`src/rtl/adpll_mod_src_if.sv`:
```
// Configuration and output bundle of the ADPLL modulation-data source.
// The master side programs the source; the slave side is the source itself.
interface adpll_mod_src_if #(
    parameter int TICK_W = 16,
    parameter int PAT_W  = 32,
    parameter int PRE_W  = 8,
    parameter int LFSR_W = 9,
    parameter int CNT_W  = 16
);
    logic              en;
    logic [1:0]        mode;
    logic [TICK_W-1:0] sym_period;
    logic [PRE_W-1:0]  pre_len;
    logic [PAT_W-1:0]  pattern;
    logic [LFSR_W-1:0] seed;
    logic              data_mod;
    logic              sym_strobe;
    logic              busy;
    logic [CNT_W-1:0]  sym_count;

    modport master (
        output en, mode, sym_period, pre_len, pattern, seed,
        input  data_mod, sym_strobe, busy, sym_count
    );

    modport slave (
        input  en, mode, sym_period, pre_len, pattern, seed,
        output data_mod, sym_strobe, busy, sym_count
    );
endinterface

```
`src/rtl/adpll_mod_src.sv`:
```
// Modulation-data source for the ADPLL TX path: alternating preamble followed by
// a zeros / alternating / PRBS / pattern payload, one bit per programmable symbol period.
module adpll_mod_src #(
    parameter int                TICK_W    = 16,
    parameter int                PAT_W     = 32,
    parameter int                PRE_W     = 8,
    parameter int                LFSR_W    = 9,
    parameter logic [LFSR_W-1:0] LFSR_TAPS = 9'h110,
    parameter int                CNT_W     = 16
) (
    input  logic         clk,
    input  logic         rst_n,
    adpll_mod_src_if.slave bus
);
    localparam int PIDX_W = (PAT_W > 1) ? $clog2(PAT_W) : 1;
    localparam logic [PIDX_W-1:0] PAT_LAST  = PIDX_W'(PAT_W - 1);
    localparam logic [LFSR_W-1:0] LFSR_ONES = {LFSR_W{1'b1}};
    localparam logic [CNT_W-1:0]  CNT_MAX   = {CNT_W{1'b1}};

    typedef enum logic [1:0] {
        ST_IDLE = 2'd0,
        ST_PRE  = 2'd1,
        ST_RUN  = 2'd2
    } state_t;

    state_t              r_state, w_state_nxt;
    logic [TICK_W-1:0]   r_tick, w_tick_nxt;
    logic [PRE_W-1:0]    r_pre_cnt, w_pre_cnt_nxt;
    logic [PIDX_W-1:0]   r_pat_idx, w_pat_idx_nxt;
    logic                r_alt, w_alt_nxt;
    logic [LFSR_W-1:0]   r_lfsr, w_lfsr_nxt;
    logic                r_data, w_data_nxt;
    logic                r_strobe, w_strobe_nxt;
    logic                r_busy, w_busy_nxt;
    logic [CNT_W-1:0]    r_cnt, w_cnt_nxt;
    logic                w_boundary;
    logic                w_pre_last;
    logic                w_fb;

    function automatic logic lfsr_feedback(input logic [LFSR_W-1:0] v);
        return ^(v & LFSR_TAPS);
    endfunction

    // '>=' rather than '==' so shrinking sym_period mid-symbol cannot skip the boundary
    assign w_boundary = (r_tick >= bus.sym_period);
    assign w_pre_last = (({1'b0, r_pre_cnt} + (PRE_W + 1)'(1)) >= {1'b0, bus.pre_len});
    assign w_fb       = lfsr_feedback(r_lfsr);

    // Next-state and datapath update for the IDLE / PREAMBLE / RUN sequencer
    always_comb begin
        w_state_nxt   = r_state;
        w_tick_nxt    = r_tick;
        w_pre_cnt_nxt = r_pre_cnt;
        w_pat_idx_nxt = r_pat_idx;
        w_alt_nxt     = r_alt;
        w_lfsr_nxt    = r_lfsr;
        w_data_nxt    = r_data;
        w_strobe_nxt  = 1'b0;
        w_busy_nxt    = r_busy;
        w_cnt_nxt     = r_cnt;
        case (r_state)
            ST_IDLE: begin
                w_data_nxt = 1'b0;
                if (bus.en) begin
                    w_tick_nxt    = '0;
                    w_pre_cnt_nxt = '0;
                    w_pat_idx_nxt = '0;
                    w_alt_nxt     = 1'b0;
                    w_lfsr_nxt    = (bus.seed == '0) ? LFSR_ONES : bus.seed;
                    w_cnt_nxt     = '0;
                    w_busy_nxt    = 1'b1;
                    w_state_nxt   = (bus.pre_len != '0) ? ST_PRE : ST_RUN;
                end else begin
                    w_busy_nxt = 1'b0;
                end
            end
            ST_PRE, ST_RUN: begin
                if (!bus.en) begin
                    w_state_nxt = ST_IDLE;
                    w_data_nxt  = 1'b0;
                    w_tick_nxt  = '0;
                    w_busy_nxt  = 1'b0;
                end else if (w_boundary) begin
                    w_tick_nxt   = '0;
                    w_strobe_nxt = 1'b1;
                    if (r_state == ST_PRE) begin
                        w_data_nxt    = ~r_alt;
                        w_alt_nxt     = ~r_alt;
                        w_pre_cnt_nxt = r_pre_cnt + PRE_W'(1);
                        w_state_nxt   = w_pre_last ? ST_RUN : ST_PRE;
                    end else begin
                        w_cnt_nxt = (r_cnt != CNT_MAX) ? (r_cnt + CNT_W'(1)) : r_cnt;
                        case (bus.mode)
                            2'd0: w_data_nxt = 1'b0;
                            2'd1: begin
                                w_data_nxt = ~r_alt;
                                w_alt_nxt  = ~r_alt;
                            end
                            2'd2: begin
                                w_data_nxt = w_fb;
                                w_lfsr_nxt = {r_lfsr[LFSR_W-2:0], w_fb};
                            end
                            2'd3: begin
                                w_data_nxt    = bus.pattern[r_pat_idx];
                                w_pat_idx_nxt = (r_pat_idx == PAT_LAST) ? '0 : (r_pat_idx + PIDX_W'(1));
                            end
                            default: w_data_nxt = 1'b0;
                        endcase
                    end
                end else begin
                    w_tick_nxt = r_tick + TICK_W'(1);
                end
            end
            default: begin
                w_state_nxt = ST_IDLE;
                w_data_nxt  = 1'b0;
                w_tick_nxt  = '0;
                w_busy_nxt  = 1'b0;
            end
        endcase
    end

    // State and datapath registers; all outputs come straight from flops
    always_ff @(posedge clk or negedge rst_n) begin
        if (!rst_n) begin
            r_state   <= ST_IDLE;
            r_tick    <= '0;
            r_pre_cnt <= '0;
            r_pat_idx <= '0;
            r_alt     <= 1'b0;
            r_lfsr    <= LFSR_ONES;
            r_data    <= 1'b0;
            r_strobe  <= 1'b0;
            r_busy    <= 1'b0;
            r_cnt     <= '0;
        end else begin
            r_state   <= w_state_nxt;
            r_tick    <= w_tick_nxt;
            r_pre_cnt <= w_pre_cnt_nxt;
            r_pat_idx <= w_pat_idx_nxt;
            r_alt     <= w_alt_nxt;
            r_lfsr    <= w_lfsr_nxt;
            r_data    <= w_data_nxt;
            r_strobe  <= w_strobe_nxt;
            r_busy    <= w_busy_nxt;
            r_cnt     <= w_cnt_nxt;
        end
    end

    assign bus.data_mod   = r_data;
    assign bus.sym_strobe = r_strobe;
    assign bus.busy       = r_busy;
    assign bus.sym_count  = r_cnt;
endmodule

```
`src/flat_wrapper.sv`:
```
// flat-port wrapper written by rule: the top's interface ports become plain ports
module adpll_mod_src_flat 
#(
    parameter int                TICK_W    = 16,
    parameter int                PAT_W     = 32,
    parameter int                PRE_W     = 8,
    parameter int                LFSR_W    = 9,
    parameter logic [LFSR_W-1:0] LFSR_TAPS = 9'h110,
    parameter int                CNT_W     = 16
)
  (clk, rst_n, bus_en, bus_mode, bus_sym_period, bus_pre_len, bus_pattern, bus_seed, bus_data_mod, bus_sym_strobe, bus_busy, bus_sym_count);
  adpll_mod_src_if #(.TICK_W(TICK_W), .PAT_W(PAT_W), .PRE_W(PRE_W), .LFSR_W(LFSR_W), .CNT_W(CNT_W)) bus_i ();
  input  logic clk;
  input  logic rst_n;
  input wire logic [$bits(bus_i.en)-1:0] bus_en;
  input wire logic [$bits(bus_i.mode)-1:0] bus_mode;
  input wire logic [$bits(bus_i.sym_period)-1:0] bus_sym_period;
  input wire logic [$bits(bus_i.pre_len)-1:0] bus_pre_len;
  input wire logic [$bits(bus_i.pattern)-1:0] bus_pattern;
  input wire logic [$bits(bus_i.seed)-1:0] bus_seed;
  output wire logic [$bits(bus_i.data_mod)-1:0] bus_data_mod;
  output wire logic [$bits(bus_i.sym_strobe)-1:0] bus_sym_strobe;
  output wire logic [$bits(bus_i.busy)-1:0] bus_busy;
  output wire logic [$bits(bus_i.sym_count)-1:0] bus_sym_count;
  assign bus_i.en = bus_en;
  assign bus_i.mode = bus_mode;
  assign bus_i.sym_period = bus_sym_period;
  assign bus_i.pre_len = bus_pre_len;
  assign bus_i.pattern = bus_pattern;
  assign bus_i.seed = bus_seed;
  assign bus_data_mod = bus_i.data_mod;
  assign bus_sym_strobe = bus_i.sym_strobe;
  assign bus_busy = bus_i.busy;
  assign bus_sym_count = bus_i.sym_count;
  adpll_mod_src #(.TICK_W(TICK_W), .PAT_W(PAT_W), .PRE_W(PRE_W), .LFSR_W(LFSR_W), .LFSR_TAPS(LFSR_TAPS), .CNT_W(CNT_W)) u_core (.clk(clk), .rst_n(rst_n), .bus(bus_i));
endmodule
```
`config.mk`:
```
export PLATFORM = sky130hd
export DESIGN_NAME = adpll_mod_src_flat
export DESIGN_NICKNAME = d
export VERILOG_FILES = /design/src/rtl/adpll_mod_src_if.sv /design/src/rtl/adpll_mod_src.sv /design/src/flat_wrapper.sv
export SDC_FILE = /design/constraint.sdc
export NUM_CORES = 1
export LEC_CHECK = 0
export BUFFER_PORTS_ARGS = -buffer_cell sky130_fd_sc_hd__clkbuf_2
export CAP_MARGIN = 20
export CORE_ASPECT_RATIO = 0.8
export CORE_MARGIN = 3
export CORE_UTILIZATION = 51
export DETAILED_ROUTE_END_ITERATION = 7
export PLACE_DENSITY = 0.89
export SLEW_MARGIN = 10
export SYNTH_ARGS = -nofsm -noshare
export SYNTH_HDL_FRONTEND = slang
export SYNTH_SLANG_ARGS = --single-unit
export TNS_END_PERCENT = 5
```
`constraint.sdc`:
```
create_clock -name clk -period 2.4 [get_ports clk]
set_input_delay 0.12 -clock clk [delete_from_list [all_inputs] [get_ports clk]]
set_output_delay 0.12 -clock clk [all_outputs]
set_load 0.05 [all_outputs]
```
==> impl_metrics.csv <==
group,metric,value,unit
status,outcome,"complete, no violations",
layout,fin_area,5558,um^2
floorplanning,die_h,88.68,um
timing,worst_pin_slew,639.2,ps
synthesis,synth-seq-cells,60,
clocking,cts_num_sinks,60,
place,port-buffer-count,88,
clocking,numCtsBuffers,9,
synthesis,synthTopCellsByCount,"51 x dfrtp_1, 42 x inv_1, 40 x nand2_1, 33 x ha_1",
global_routing,grt_pass1_vias,4310,
synthesis,synth_nets,595,
detailed_routing,dr.pass1.iters,5,
setup_path,critPathBufInv,0,
setup_path,startpoint_type,"flop",
synthesis,synth_top_cell_by_area,"dfrtp_1",
timing,hold_viol,0,
job,cap_violations,0,
setup_path,critPathTopFamily,"simple AND/OR/NAND/NOR gates",
place,gp_congestion,0.9019,
layout,fillers,626,
worst_hold_path,hp-class,"in2reg",
setup_path,end_kind,"flop",
layout,multi_input_area,2731,um^2
timing,slew_viol_final,0,
setup_path,critical_path_required,2680,ps
layout,syn2layout_area_growth,27.53,%
detailed_routing,wl_per_cell,17.14,um
clocking,insertion_delay,360,ps
clocking,cts_root_buf,"clkbuf_8",
timing,setup_viol,0,
floorplanning,ios,89,
timing,holdWs,58.81,ps
synthesis,synth_top_area_share,29.29,%
floorplanning,die_area,9697,um^2
timing,clock_skew,14.61,ps
layout,regArea,1515,um^2
detailed_routing,wl,12.39,mm
power,total_power,5.517,mW
place,dp_hpwl,8.893,mm
setup_path,critPathArrivalTime,2630,ps
floorplanning,rows,29,
setup_path,critPathMaxStageDelay,510,ps
floorplanning,coreArea,8128,um^2
power,p_leak,2.714,nW
synthesis,postSynthAreaPerCell,8.858,um^2
synthesis,seq_area_frac_synth,34.71,%
setup_path,crit_path_max_fanout,10,
timing,rsz0062_at_grt,"true",
timing,post-route-period-util,97.86,%
place,place_area,5119,um^2
clocking,cts_tree,"yes",
synthesis,synth-warning-count,0,
global_routing,track_usage,25.98,%
synthesis,synthCells,492,
synthesis,ys_types,56,
timing,min_period,2349,ps
synthesis,yosys_most_used_dff,"dfrtp_1",
clocking,cts_buffer_depth,2,
timing,max_slew_margin,56.99,%
synthesis,yosysMostFrequentCell,"dfrtp_1",
synthesis,netlist_top_cells_area,"dfrtp_1 29%, ha_1 9.5%, dfstp_2 5.4%",
detailed_routing,drt_iter0_drc,413,
power,powerDensity,992.6,nW/um^2
synthesis,async_reset_ff_share,100.0,%
setup_path,criticalPathCategory,"reg2reg",
detailed_routing,ant_nets,0,
setup_path,slowest_stage,"or4_4",
global_routing,antenna_found_initial,0,
layout,fin_nets,713,
synthesis,syn_area,4358,um^2
detailed_routing,viasPerCell,6.137,
floorplanning,start_util,53.62,%
detailed_routing,post-route-drc-count,0,
setup_path,cp_cell_sequence,"ha_4, nand4_1, a31o_4, or3_4, or4_4, a21oi_2",
global_routing,grt_pass1_wl,19.91,mm
layout,drive_gt1_share,30.24,%
floorplanning,die_w,109.4,um
power,vdd_ir_drop_max,0.6144,mV
global_routing,grt_overflow_total,0,
synthesis,synth_edf_count,0,
global_routing,grt_start_max_net_pins,41,
clocking,htree_levels,3,
layout,n_antenna_cell,0,
detailed_routing,vias,4437,
timing,fmax,0.4258,GHz
clocking,clk_pin_slew,70,ps
-- cells by family after synthesis --
kind of cell,Yosys count,synth area share (%)
xor+xnor,13,2.613
compound gates,115,18.17
mux,28,7.953
flops,60,34.71
simple gates,181,21.39
buf+inv,62,5.685
fa+ha+maj,33,9.475
-- repair_timing --
item | in CTS | in global routing
setup buffers | 0 | 3
pin swaps | 1 | 6
hold buffers | 1 | 0
resized for setup | 6 | 21
hold endpoints to repair | 29 | 0
setup endpoints to repair | 20 | 41
-- worst register-to-register path: stages, from the launching register on --
cell and delay [ps]:
dfrtp_1 420, ha_4 290, nand4_1 220, a31o_4 300, or3_4 380, or4_4 510, a21oi_2 160
-- layout by cell type (no fill, tap or decap), types with 5 or more instances in the layout --
cell type  instances
clkbuf_2          88
and3_1            11
a21oi_1           17
dfstp_2            9
inv_1             41
buf_4             34
or4_1              6
nand2_1           40
nor2b_1            6
nor4_1             8
and2_1             5
a31oi_1           11
nor3_1             5
a22o_1             8
nor2_1            30
nand3_1           29
ha_1              28
nand2b_1          14
mux2i_1           20
mux4_2             5
o22ai_1            8
o31ai_1            5
xnor2_1            9
o21ai_0           19
clkbuf_8          11
o211ai_1           5
nand4_1            8
dfrtp_1           49
-- per-layer routing --
metal | GRT usage [%] | share of wire [%]
met2 | 43.88 | 50
met1 | 31.96 | 41
met5 | 0 | 0
met4 | 8.947 | 1.8
met3 | 7.586 | 7.4
-- sequential cells by signal, indices dropped and copies added (netlist names) --
signal                 count
u_core.r_pat_idx           5
u_core.r_tick             16
u_core.bus.data_mod        1
u_core.r_alt               1
u_core.r_state             2
u_core.bus.sym_strobe      1
u_core.bus.sym_count      16
u_core.r_lfsr              9
u_core.bus.busy            1
u_core.r_pre_cnt           8
-- worst paths after layout --
path / start / endpoint / slack [ps] / depth (start not counted)
worst min-delay path: bus_seed[3] / u_core.r_lfsr[3]$_DFFE_PN1P_ / 60 / 3
min in group asynchronous: rst_n / u_core.bus.sym_count[1]$_DFFE_PN0P_ / 190 / 2
max in group asynchronous: rst_n / u_core.r_lfsr[0]$_DFFE_PN1P_ / 1660 / 3
worst min register to register: u_core.r_lfsr[5]$_DFFE_PN1P_ / u_core.r_lfsr[5]$_DFFE_PN1P_ / 470 / 2
worst max-delay path: u_core.r_tick[15]$_DFFE_PN0P_ / u_core.bus.sym_count[11]$_DFFE_PN0P_ / 50 / 6
worst max register to register: u_core.r_tick[15]$_DFFE_PN0P_ / u_core.bus.sym_count[11]$_DFFE_PN0P_ / 50 / 6
-- report_power, final --
group	total, mW	leakage (nW)	switching (mW)	internal, mW
Sequential	1.59	0.761	0.290	1.30
Combinational	2.76	1.83	1.57	1.20
Clock	1.17	0.127	0.422	0.745
Total	5.52	2.71	2.28	3.24
-- metrics by stage --
step / setup slack (ps) / cells / util (%) / TNS [ps]
2_1_floorplan: 12.61 / 492 / - / 0
3_3_place_gp: 23.27 / 702 / 62.98 / 0
3_5_place_dp: -103.4 / 702 / 62.98 / -616.1
4_1_cts: 12.63 / 719 / 66.58 / 0
5_1_grt: -31.82 / 723 / 68.38 / -114.3
6_report: 51.43 / 723 / 68.38 / 0
-- cell type report --
| class | count | area share (%) |
|---|---|---|
| clock buffer | 12 | 2.792 |
| clock inverter | 4 | 1.711 |
| inverter | 42 | 2.837 |
| multi-input combinational | 370 | 49.14 |
| sequential | 60 | 27.26 |
| tap | 108 | 2.431 |
| timing repair buffer | 127 | 13.82 |
No activity file was read; power rests on OpenSTA's default activity.
